`src/rtl/id_ex_pipeline_reg_if.sv`:
```
// ID/EX stage bundle: ID-side inputs (*_in, control bits, en/flush) and EX-side registered outputs.
// The master side drives the ID stage values; the slave side is the pipeline register.
interface id_ex_pipeline_reg_if #(
    parameter int DATA_W     = 64,
    parameter int REG_ADDR_W = 5,
    parameter int CNT_W      = 16
);
    logic                  en;
    logic                  flush;
    logic                  valid_in;
    logic                  Branch;
    logic                  MemRead;
    logic                  MemtoReg;
    logic                  MemWrite;
    logic                  ALUSrc;
    logic                  RegWrite;
    logic [1:0]            ALUOp;
    logic [DATA_W-1:0]     PC_in;
    logic [DATA_W-1:0]     ReadData1_in;
    logic [DATA_W-1:0]     ReadData2_in;
    logic [DATA_W-1:0]     Imm_in;
    logic [3:0]            Funct_in;
    logic [REG_ADDR_W-1:0] rs1_in;
    logic [REG_ADDR_W-1:0] rs2_in;
    logic [REG_ADDR_W-1:0] rd_in;

    logic                  Branch_out;
    logic                  MemRead_out;
    logic                  MemtoReg_out;
    logic                  MemWrite_out;
    logic                  ALUSrc_out;
    logic                  RegWrite_out;
    logic [1:0]            ALUOp_out;
    logic [DATA_W-1:0]     PC_out;
    logic [DATA_W-1:0]     ReadData1_out;
    logic [DATA_W-1:0]     ReadData2_out;
    logic [DATA_W-1:0]     Imm_out;
    logic [3:0]            Funct_out;
    logic [REG_ADDR_W-1:0] rs1_out;
    logic [REG_ADDR_W-1:0] rs2_out;
    logic [REG_ADDR_W-1:0] rd_out;
    logic                  valid_out;
    logic [CNT_W-1:0]      bubble_cnt;

    modport master (
        output en, flush, valid_in,
        output Branch, MemRead, MemtoReg, MemWrite, ALUSrc, RegWrite, ALUOp,
        output PC_in, ReadData1_in, ReadData2_in, Imm_in, Funct_in,
        output rs1_in, rs2_in, rd_in,
        input  Branch_out, MemRead_out, MemtoReg_out, MemWrite_out, ALUSrc_out, RegWrite_out,
        input  ALUOp_out, PC_out, ReadData1_out, ReadData2_out, Imm_out, Funct_out,
        input  rs1_out, rs2_out, rd_out, valid_out, bubble_cnt
    );

    modport slave (
        input  en, flush, valid_in,
        input  Branch, MemRead, MemtoReg, MemWrite, ALUSrc, RegWrite, ALUOp,
        input  PC_in, ReadData1_in, ReadData2_in, Imm_in, Funct_in,
        input  rs1_in, rs2_in, rd_in,
        output Branch_out, MemRead_out, MemtoReg_out, MemWrite_out, ALUSrc_out, RegWrite_out,
        output ALUOp_out, PC_out, ReadData1_out, ReadData2_out, Imm_out, Funct_out,
        output rs1_out, rs2_out, rd_out, valid_out, bubble_cnt
    );
endinterface

```
`src/rtl/id_ex_pipeline_reg.sv`:
```
// ID/EX pipeline register with hold, flush-to-bubble and a saturating bubble counter.
// Interface parameters must match the module parameters of the instance.
module id_ex_pipeline_reg #(
    parameter int DATA_W     = 64,
    parameter int REG_ADDR_W = 5,
    parameter int CNT_W      = 16
) (
    input  logic                 clk,
    input  logic                 reset,
    id_ex_pipeline_reg_if.slave  bus
);

    logic             ctrl_zero;
    logic             bubble_load;
    logic             cnt_sat;
    logic [CNT_W-1:0] cnt_q;

    // The stall multiplexer signals a bubble by zeroing every control bit.
    assign ctrl_zero = ~(bus.Branch | bus.MemRead | bus.MemtoReg | bus.MemWrite |
                         bus.ALUSrc | bus.RegWrite) && (bus.ALUOp == 2'b00);
    assign bubble_load = bus.flush | (bus.en & (~bus.valid_in | ctrl_zero));
    assign cnt_sat     = &cnt_q;

    // Flush clears data and indices too so rd_out = 0 never matches in forwarding.
    always_ff @(posedge clk) begin
        if (!reset || bus.flush) begin
            bus.Branch_out    <= 1'b0;
            bus.MemRead_out   <= 1'b0;
            bus.MemtoReg_out  <= 1'b0;
            bus.MemWrite_out  <= 1'b0;
            bus.ALUSrc_out    <= 1'b0;
            bus.RegWrite_out  <= 1'b0;
            bus.ALUOp_out     <= 2'b00;
            bus.PC_out        <= '0;
            bus.ReadData1_out <= '0;
            bus.ReadData2_out <= '0;
            bus.Imm_out       <= '0;
            bus.Funct_out     <= 4'b0000;
            bus.rs1_out       <= '0;
            bus.rs2_out       <= '0;
            bus.rd_out        <= '0;
            bus.valid_out     <= 1'b0;
        end else if (bus.en) begin
            bus.Branch_out    <= bus.Branch;
            bus.MemRead_out   <= bus.MemRead;
            bus.MemtoReg_out  <= bus.MemtoReg;
            bus.MemWrite_out  <= bus.MemWrite;
            bus.ALUSrc_out    <= bus.ALUSrc;
            bus.RegWrite_out  <= bus.RegWrite;
            bus.ALUOp_out     <= bus.ALUOp;
            bus.PC_out        <= bus.PC_in;
            bus.ReadData1_out <= bus.ReadData1_in;
            bus.ReadData2_out <= bus.ReadData2_in;
            bus.Imm_out       <= bus.Imm_in;
            bus.Funct_out     <= bus.Funct_in;
            bus.rs1_out       <= bus.rs1_in;
            bus.rs2_out       <= bus.rs2_in;
            bus.rd_out        <= bus.rd_in;
            bus.valid_out     <= bus.valid_in;
        end
    end

    always_ff @(posedge clk) begin
        if (!reset) begin
            cnt_q <= '0;
        end else if (bubble_load && !cnt_sat) begin
            cnt_q <= cnt_q + CNT_W'(1);
        end
    end

    assign bus.bubble_cnt = cnt_q;

endmodule

```
`src/flat_wrapper.sv`:
```
// flat-port wrapper written by rule: the top's interface ports become plain ports
module id_ex_pipeline_reg_flat 
#(
    parameter int DATA_W     = 64,
    parameter int REG_ADDR_W = 5,
    parameter int CNT_W      = 16
)
  (clk, reset, bus_en, bus_flush, bus_valid_in, bus_Branch, bus_MemRead, bus_MemtoReg, bus_MemWrite, bus_ALUSrc, bus_RegWrite, bus_ALUOp, bus_PC_in, bus_ReadData1_in, bus_ReadData2_in, bus_Imm_in, bus_Funct_in, bus_rs1_in, bus_rs2_in, bus_rd_in, bus_Branch_out, bus_MemRead_out, bus_MemtoReg_out, bus_MemWrite_out, bus_ALUSrc_out, bus_RegWrite_out, bus_ALUOp_out, bus_PC_out, bus_ReadData1_out, bus_ReadData2_out, bus_Imm_out, bus_Funct_out, bus_rs1_out, bus_rs2_out, bus_rd_out, bus_valid_out, bus_bubble_cnt);
  id_ex_pipeline_reg_if #(.DATA_W(DATA_W), .REG_ADDR_W(REG_ADDR_W), .CNT_W(CNT_W)) bus_i ();
  input  logic clk;
  input  logic reset;
  input wire logic [$bits(bus_i.en)-1:0] bus_en;
  input wire logic [$bits(bus_i.flush)-1:0] bus_flush;
  input wire logic [$bits(bus_i.valid_in)-1:0] bus_valid_in;
  input wire logic [$bits(bus_i.Branch)-1:0] bus_Branch;
  input wire logic [$bits(bus_i.MemRead)-1:0] bus_MemRead;
  input wire logic [$bits(bus_i.MemtoReg)-1:0] bus_MemtoReg;
  input wire logic [$bits(bus_i.MemWrite)-1:0] bus_MemWrite;
  input wire logic [$bits(bus_i.ALUSrc)-1:0] bus_ALUSrc;
  input wire logic [$bits(bus_i.RegWrite)-1:0] bus_RegWrite;
  input wire logic [$bits(bus_i.ALUOp)-1:0] bus_ALUOp;
  input wire logic [$bits(bus_i.PC_in)-1:0] bus_PC_in;
  input wire logic [$bits(bus_i.ReadData1_in)-1:0] bus_ReadData1_in;
  input wire logic [$bits(bus_i.ReadData2_in)-1:0] bus_ReadData2_in;
  input wire logic [$bits(bus_i.Imm_in)-1:0] bus_Imm_in;
  input wire logic [$bits(bus_i.Funct_in)-1:0] bus_Funct_in;
  input wire logic [$bits(bus_i.rs1_in)-1:0] bus_rs1_in;
  input wire logic [$bits(bus_i.rs2_in)-1:0] bus_rs2_in;
  input wire logic [$bits(bus_i.rd_in)-1:0] bus_rd_in;
  output wire logic [$bits(bus_i.Branch_out)-1:0] bus_Branch_out;
  output wire logic [$bits(bus_i.MemRead_out)-1:0] bus_MemRead_out;
  output wire logic [$bits(bus_i.MemtoReg_out)-1:0] bus_MemtoReg_out;
  output wire logic [$bits(bus_i.MemWrite_out)-1:0] bus_MemWrite_out;
  output wire logic [$bits(bus_i.ALUSrc_out)-1:0] bus_ALUSrc_out;
  output wire logic [$bits(bus_i.RegWrite_out)-1:0] bus_RegWrite_out;
  output wire logic [$bits(bus_i.ALUOp_out)-1:0] bus_ALUOp_out;
  output wire logic [$bits(bus_i.PC_out)-1:0] bus_PC_out;
  output wire logic [$bits(bus_i.ReadData1_out)-1:0] bus_ReadData1_out;
  output wire logic [$bits(bus_i.ReadData2_out)-1:0] bus_ReadData2_out;
  output wire logic [$bits(bus_i.Imm_out)-1:0] bus_Imm_out;
  output wire logic [$bits(bus_i.Funct_out)-1:0] bus_Funct_out;
  output wire logic [$bits(bus_i.rs1_out)-1:0] bus_rs1_out;
  output wire logic [$bits(bus_i.rs2_out)-1:0] bus_rs2_out;
  output wire logic [$bits(bus_i.rd_out)-1:0] bus_rd_out;
  output wire logic [$bits(bus_i.valid_out)-1:0] bus_valid_out;
  output wire logic [$bits(bus_i.bubble_cnt)-1:0] bus_bubble_cnt;
  assign bus_i.en = bus_en;
  assign bus_i.flush = bus_flush;
  assign bus_i.valid_in = bus_valid_in;
  assign bus_i.Branch = bus_Branch;
  assign bus_i.MemRead = bus_MemRead;
  assign bus_i.MemtoReg = bus_MemtoReg;
  assign bus_i.MemWrite = bus_MemWrite;
  assign bus_i.ALUSrc = bus_ALUSrc;
  assign bus_i.RegWrite = bus_RegWrite;
  assign bus_i.ALUOp = bus_ALUOp;
  assign bus_i.PC_in = bus_PC_in;
  assign bus_i.ReadData1_in = bus_ReadData1_in;
  assign bus_i.ReadData2_in = bus_ReadData2_in;
  assign bus_i.Imm_in = bus_Imm_in;
  assign bus_i.Funct_in = bus_Funct_in;
  assign bus_i.rs1_in = bus_rs1_in;
  assign bus_i.rs2_in = bus_rs2_in;
  assign bus_i.rd_in = bus_rd_in;
  assign bus_Branch_out = bus_i.Branch_out;
  assign bus_MemRead_out = bus_i.MemRead_out;
  assign bus_MemtoReg_out = bus_i.MemtoReg_out;
  assign bus_MemWrite_out = bus_i.MemWrite_out;
  assign bus_ALUSrc_out = bus_i.ALUSrc_out;
  assign bus_RegWrite_out = bus_i.RegWrite_out;
  assign bus_ALUOp_out = bus_i.ALUOp_out;
  assign bus_PC_out = bus_i.PC_out;
  assign bus_ReadData1_out = bus_i.ReadData1_out;
  assign bus_ReadData2_out = bus_i.ReadData2_out;
  assign bus_Imm_out = bus_i.Imm_out;
  assign bus_Funct_out = bus_i.Funct_out;
  assign bus_rs1_out = bus_i.rs1_out;
  assign bus_rs2_out = bus_i.rs2_out;
  assign bus_rd_out = bus_i.rd_out;
  assign bus_valid_out = bus_i.valid_out;
  assign bus_bubble_cnt = bus_i.bubble_cnt;
  id_ex_pipeline_reg #(.DATA_W(DATA_W), .REG_ADDR_W(REG_ADDR_W), .CNT_W(CNT_W)) u_core (.clk(clk), .reset(reset), .bus(bus_i));
endmodule
```
`config.mk`:
```
export PLATFORM = sky130hd
export DESIGN_NAME = id_ex_pipeline_reg_flat
export DESIGN_NICKNAME = d
export VERILOG_FILES = /design/src/rtl/id_ex_pipeline_reg_if.sv /design/src/rtl/id_ex_pipeline_reg.sv /design/src/flat_wrapper.sv
export SDC_FILE = /design/constraint.sdc
export NUM_CORES = 1
export LEC_CHECK = 0
export ABC_CLOCK_PERIOD_IN_PS = 2200
export BUFFER_PORTS_ARGS = -buffer_cell sky130_fd_sc_hd__buf_2
export CORE_AREA = 5 5 229 231
export DETAILED_ROUTE_END_ITERATION = 7
export DIE_AREA = 0 0 234 236
export PLACE_DENSITY = 0.42
export SYNTH_ARGS = -nofsm -noshare
export SYNTH_HDL_FRONTEND = slang
export SYNTH_SLANG_ARGS = --single-unit
```
`constraint.sdc`:
```
create_clock -name clk -period 2.2 [get_ports clk]
set_input_delay 0.33 -clock clk [delete_from_list [all_inputs] [get_ports clk]]
set_output_delay 0.33 -clock clk [all_outputs]
set_load 0.02 [all_outputs]
```
* Yosys cells after proc, flatten, opt, wreduce, memory -nomap -nowiden
Cells that the tools add are included.
Storage, ports and cells: register bits 300, bits in latches 0, RAM bits 0, ROM bits 0, input port bits 288, output and inout port bits 300, word-level logic and storage cells 35, memories 0
Cells by class: $add $sub $neg 1, $mul 0, divide/modulo/power cells 0, $lt $le $gt $ge 0, eq/ne operators 0, shift-type cells 0, multiplexer cells 0, bitwise operators 10, reduce and logical (&&, ||, !) cells 7
Operators by type and width (count):
- adder 16 x 1 -> 16 bit, second input constant | 1
- AND reduction 16 bit | 1
- bitwise OR 1 bit | 7
- logical AND 1 bit | 2
- zero test 1 bit | 2
- zero test 2 bit | 1
- inverter 1 bit | 2
- bitwise AND 1 bit | 1
- logical OR 1 bit | 1

* Depth between registers and ports, before layout
depth after elaboration 11, mapped depth 6, gate-level depth less buffers 5

* Least setup slack after synthesis
OpenSTA, ideal clock, no wires.
kind register -> register, start point reg u_core.cnt_q[2], in the netlist u_core.bus.bubble_cnt[2], end point reg u_core.cnt_q[11], in the netlist u_core.bus.bubble_cnt[11], library setup time 0.073 ns, arrival time 1.808 ns, data required time 2.127 ns, setup slack 0.319 ns, cell stages (with the launch flop) 6, path buffers 0, clock period less this slack 1.881 ns, path through dfxtp_1 -> nand4_2 -> nor2_1 -> a21bo_2 -> or4_1 -> a21oi_1
Between the ends: longest elaborated chain between the ends 3, elaborated cells between the ends (all ways) 4, those cells by class add/sub: 1; reduce/logical: 3
Ends and longest elaborated chain:
- from (decl) | RTL line id_ex_pipeline_reg.sv:16 | logic [CNT_W-1:0] cnt_q;
- from (signal assigned) | RTL line id_ex_pipeline_reg.sv:67 | cnt_q <= cnt_q + CNT_W'(1);
- parallel branches: the longest is 3 deep, another holds adder 16 x 1 -> 16 bit
Several ways; the timed one is not identified. A chain may end at the register's enable or synchronous reset.

* Final worst setup path
start point reg u_core.cnt_q[3], in the netlist u_core.bus.bubble_cnt[3], end point reg u_core.cnt_q[11], in the netlist u_core.bus.bubble_cnt[11]
Same word-level chain as after synthesis.

==> impl_metrics.csv <==
group,metric,value,unit
grt,grt_overflow,0,
yosys,synth_xor_area_frac,0.002458,
yosys,synth_warnings,0,
power,combPwrFrac,0.112,
sta,final.period_utilization,0.8782,
yosys,synth_top_family_by_area,"multiplexers",
floorplan,die_area,0.05522,sq mm
setup_path,end_kind,"flip-flop",
cells_and_area,fillCellCount,5269,
cts,postCtsSetupRepairBufs,0,
yosys,synth.avg_cell_area,10.53,sq um
yosys,ys_types,33,
min_path,hp-start,"bus_ReadData1_in[28]",
cells_and_area,area_delta_synth_final,51.14,%
placed_design,hpwl,28.21,mm
sta,max_clock_freq,517.6,MHz
cts,path_clk_slew,60,ps
cts,htreeDepth,2,
yosys,synthSimpleGateAreaFrac,0.1279,
drt,drt-initial-drc-count,253,
sta,finalHoldViolations,0,
power,power_density,807.8,mW/mm^2
drt,viasPerCell,3.953,
yosys,syn_inst,1015,
cts,root_buffer,"clkbuf_16",
power,p_sw,3.161,mW
sta,tightest_slew,927.4,ps
power,power_frac_seq,0.437,
cts,cts.sinks,300,
sta,finClkSkew,4.111,ps
sta,grt_setup_unrepaired,"false",
yosys,synth.area.mux_share,0.2706,
yosys,yosysTopAreaCell,"dfxtp_1",
floorplan,die_w,234,microns
sta,slew_headroom,0.3817,
sta,setup-tns-final,0,ps
cells_and_area,layout.cells.non_filler,2343,
yosys,seq_area_frac_synth,0.5619,
drt,drcViolationCount,0,
cts,cts_resized,0,
setup_path,startpoint,"u_core.bus.bubble_cnt[3]$_SDFFE_PN0P_",
grt,grt_use_total,0.1264,
floorplan,rows,82,
flow_run,cap_viol_max_count,0,
power,p_sw_frac,0.2422,
yosys,ys_ff_latch,300,
power,vdd_drop_max,0.4494,mV
yosys,postSynth.asyncResetShare,0,
drt,post_drt_wl_per_cell,15.87,microns
setup_path,arrival,2370,ps
grt,antenna_found_initial,5,
setup_path,critPathKind,"flip-flop to flip-flop",
drt,postRouteAntennaNets,0,
yosys,syn_nets,1304,
yosys,synth_area_leaders,"dfxtp_1 (56%), mux2i_1 (27%), nor2_1 (10%)",
cells_and_area,final_nets,1935,
yosys,synth_edf_count,0,
placed_design,port_buffers,587,
setup_path,required,2640,ps
yosys,syn-cell-area,0.01069,sq mm
drt,firstDrtPassIters,4,
yosys,synth_compound_area_frac,0.01182,
outcome,status,"completed",
power,p_clk_frac,0.452,
sta,slew_viol_final,0,
setup_path,start_kind,"flip-flop",
placed_design,dp.cells,2232,
setup_path,critPathMaxFanout,7,
drt,vias,9263,
floorplan,core,0.04986,sq mm
grt,grt_pass1_wl,55.14,mm
cts,holdBufCountCts,47,
min_path,hold_class,"input pin to flip-flop",
grt,grt_start_max_net_pins,106,
sta,setup_viol,0,
setup_path,r2r_start,"u_core.bus.bubble_cnt[3]$_SDFFE_PN0P_",
floorplan,initial_core_util,0.2144,
yosys,synthAdderAreaFrac,0.001171,
yosys,netlist_top_cells_count,"dfxtp_1 (300), nor2_1 (292), mux2i_1 (289)",
cts,clk_path_buf_depth,3,
cts,cts_tree,"done",
drt,drt-total-wl,37.19,mm
grt,grt_pass1_vias,9428,
power,p_int,9.890,mW
yosys,synth_most_common_cell,"dfxtp_1",
yosys,synth_top_area_frac,0.5619,
floorplan,io-pin-count,588,
placed_design,routabilityCongestion,0.7446,
min_path,whs_path_depth,3,
power,power.leakage,8.269,nW
cts,clk_latency,520,ps
sta,finalCriticalPeriod,1932,ps
cells_and_area,drive_above_1_share,0.4007,
yosys,ys.flop_type,"dfxtp_1",
floorplan,die_height,236,microns
cts,cts-buffers-inserted,37,
setup_path,r2r_cells,5,
==> sequential cells by signal, indices dropped and copies added, names as in the netlist <==
signal / cells
u_core.bus.MemRead_out: 1
u_core.bus.RegWrite_out: 1
u_core.bus.PC_out: 64
u_core.bus.rs1_out: 5
u_core.bus.rs2_out: 5
u_core.bus.ReadData2_out: 64
u_core.bus.MemtoReg_out: 1
u_core.bus.MemWrite_out: 1
u_core.bus.Branch_out: 1
u_core.bus.ALUSrc_out: 1
u_core.bus.Funct_out: 4
u_core.bus.rd_out: 5
u_core.bus.ReadData1_out: 64
u_core.bus.ALUOp_out: 2
u_core.bus.valid_out: 1
u_core.bus.bubble_cnt: 16
u_core.bus.Imm_out: 64
==> final timing paths <==
check,slack (ps),end
min,40,u_core.bus.ReadData1_out[28]$_SDFFE_PP0P_
max reg2reg,270,u_core.bus.bubble_cnt[11]$_SDFFE_PN0P_
max,270,u_core.bus.bubble_cnt[11]$_SDFFE_PN0P_
min reg2reg,480,u_core.bus.ReadData2_out[30]$_SDFFE_PP0P_
==> power groups by stage <==
stage	Clock, mW	Sequential (mW)	Combinational, mW
after floorplan	0	6.03	0.565
after CTS	6.16	5.70	1.49
after detailed placement	0	5.82	1.42
after global placement	0	5.81	1.41
final	5.89	5.70	1.46
after global routing	6.37	5.72	1.59
==> routing by layer <==
metal,GRT usage,part of all wire,vias to the layer above
met5,0,0.00054,-
met4,0.04823,0.028,2
met3,0.04342,0.090,62
met2,0.2275,0.51,329
met1,0.1353,0.37,4213
li1,-,-,4657
==> cells by family after synthesis <==
| kind of cell | after synthesis |
|---|---|
| AND/OR/NAND/NOR | 335 |
| AO/OA/AOI/OAI | 19 |
| flip-flops | 300 |
| adder cells (fa/ha/maj) | 1 |
| multiplexers | 289 |
| XOR/XNOR | 3 |
| buffers and inverters | 68 |
==> critical path, cell delays in order, from the launching register on <==
cell and delay [ps]:
dfxtp_1 430, nand4_2 200, nor2_1 300, a21bo_2 310, or4_1 470, a21oi_1 150
==> area by class of cell <==
cell class,instances,area (sq um),area share
Antenna cell,4,10.01,0.0006196
Tap cell,672,840.8,0.05204
Multi-Input combinational cell,647,4433,0.2744
Clock buffer,56,1087,0.06730
Inverter,2,7.507,0.0004647
Sequential cell,300,6006,0.3717
Timing Repair Buffer,658,3699,0.2289
Clock inverter,4,72.57,0.004492
==> stage by stage <==
| stage | hold WS [ps] | power (mW) | worst slack [ps] | util | instance area, sq um |
|---|---|---|---|---|---|
| 5_1_grt | 21.37 | 13.68 | 117.7 | 0.3240 | 16160 |
| 2_1_floorplan | 477.2 | 6.595 | 318.7 | - | 10690 |
| 6_report | 42.57 | 13.05 | 268.0 | 0.3240 | 16160 |
| 4_1_cts | 0.2057 | 13.35 | 243.8 | 0.3238 | 16150 |
| 3_3_place_gp | 467.2 | 7.219 | 172.6 | 0.2911 | 14520 |
| 3_5_place_dp | 473.8 | 7.230 | 175.7 | 0.2911 | 14520 |
==> cell usage in the layout, fill, tap and decap left out, drive strengths merged <==
cell | Yosys | routed
mux2i | 289 | 289
or4 | 3 | 3
nand2b | 6 | 6
ha | 1 | 1
or3 | 3 | 3
nand3 | 6 | 6
dfxtp | 300 | 300
a211oi | 1 | 1
a31oi | 2 | 2
a311o | 1 | 1
clkinv | 1 | 2
buf | 30 | 611
nor2b | 2 | 2
diode | 0 | 4
nor2 | 292 | 292
nor4 | 6 | 6
clkbuf | 36 | 56
bufinv | 0 | 2
and3 | 1 | 1
nor3 | 2 | 2
o21ai | 4 | 4
o31ai | 3 | 3
a21bo | 1 | 1
a21oi | 6 | 6
dlygate4sd3 | 0 | 47
xnor2 | 2 | 2
nand4 | 3 | 3
xor2 | 1 | 1
nand2 | 11 | 11
clkinvlp | 0 | 1
a311oi | 1 | 1
inv | 1 | 1
(Power assumes the default switching activity.)
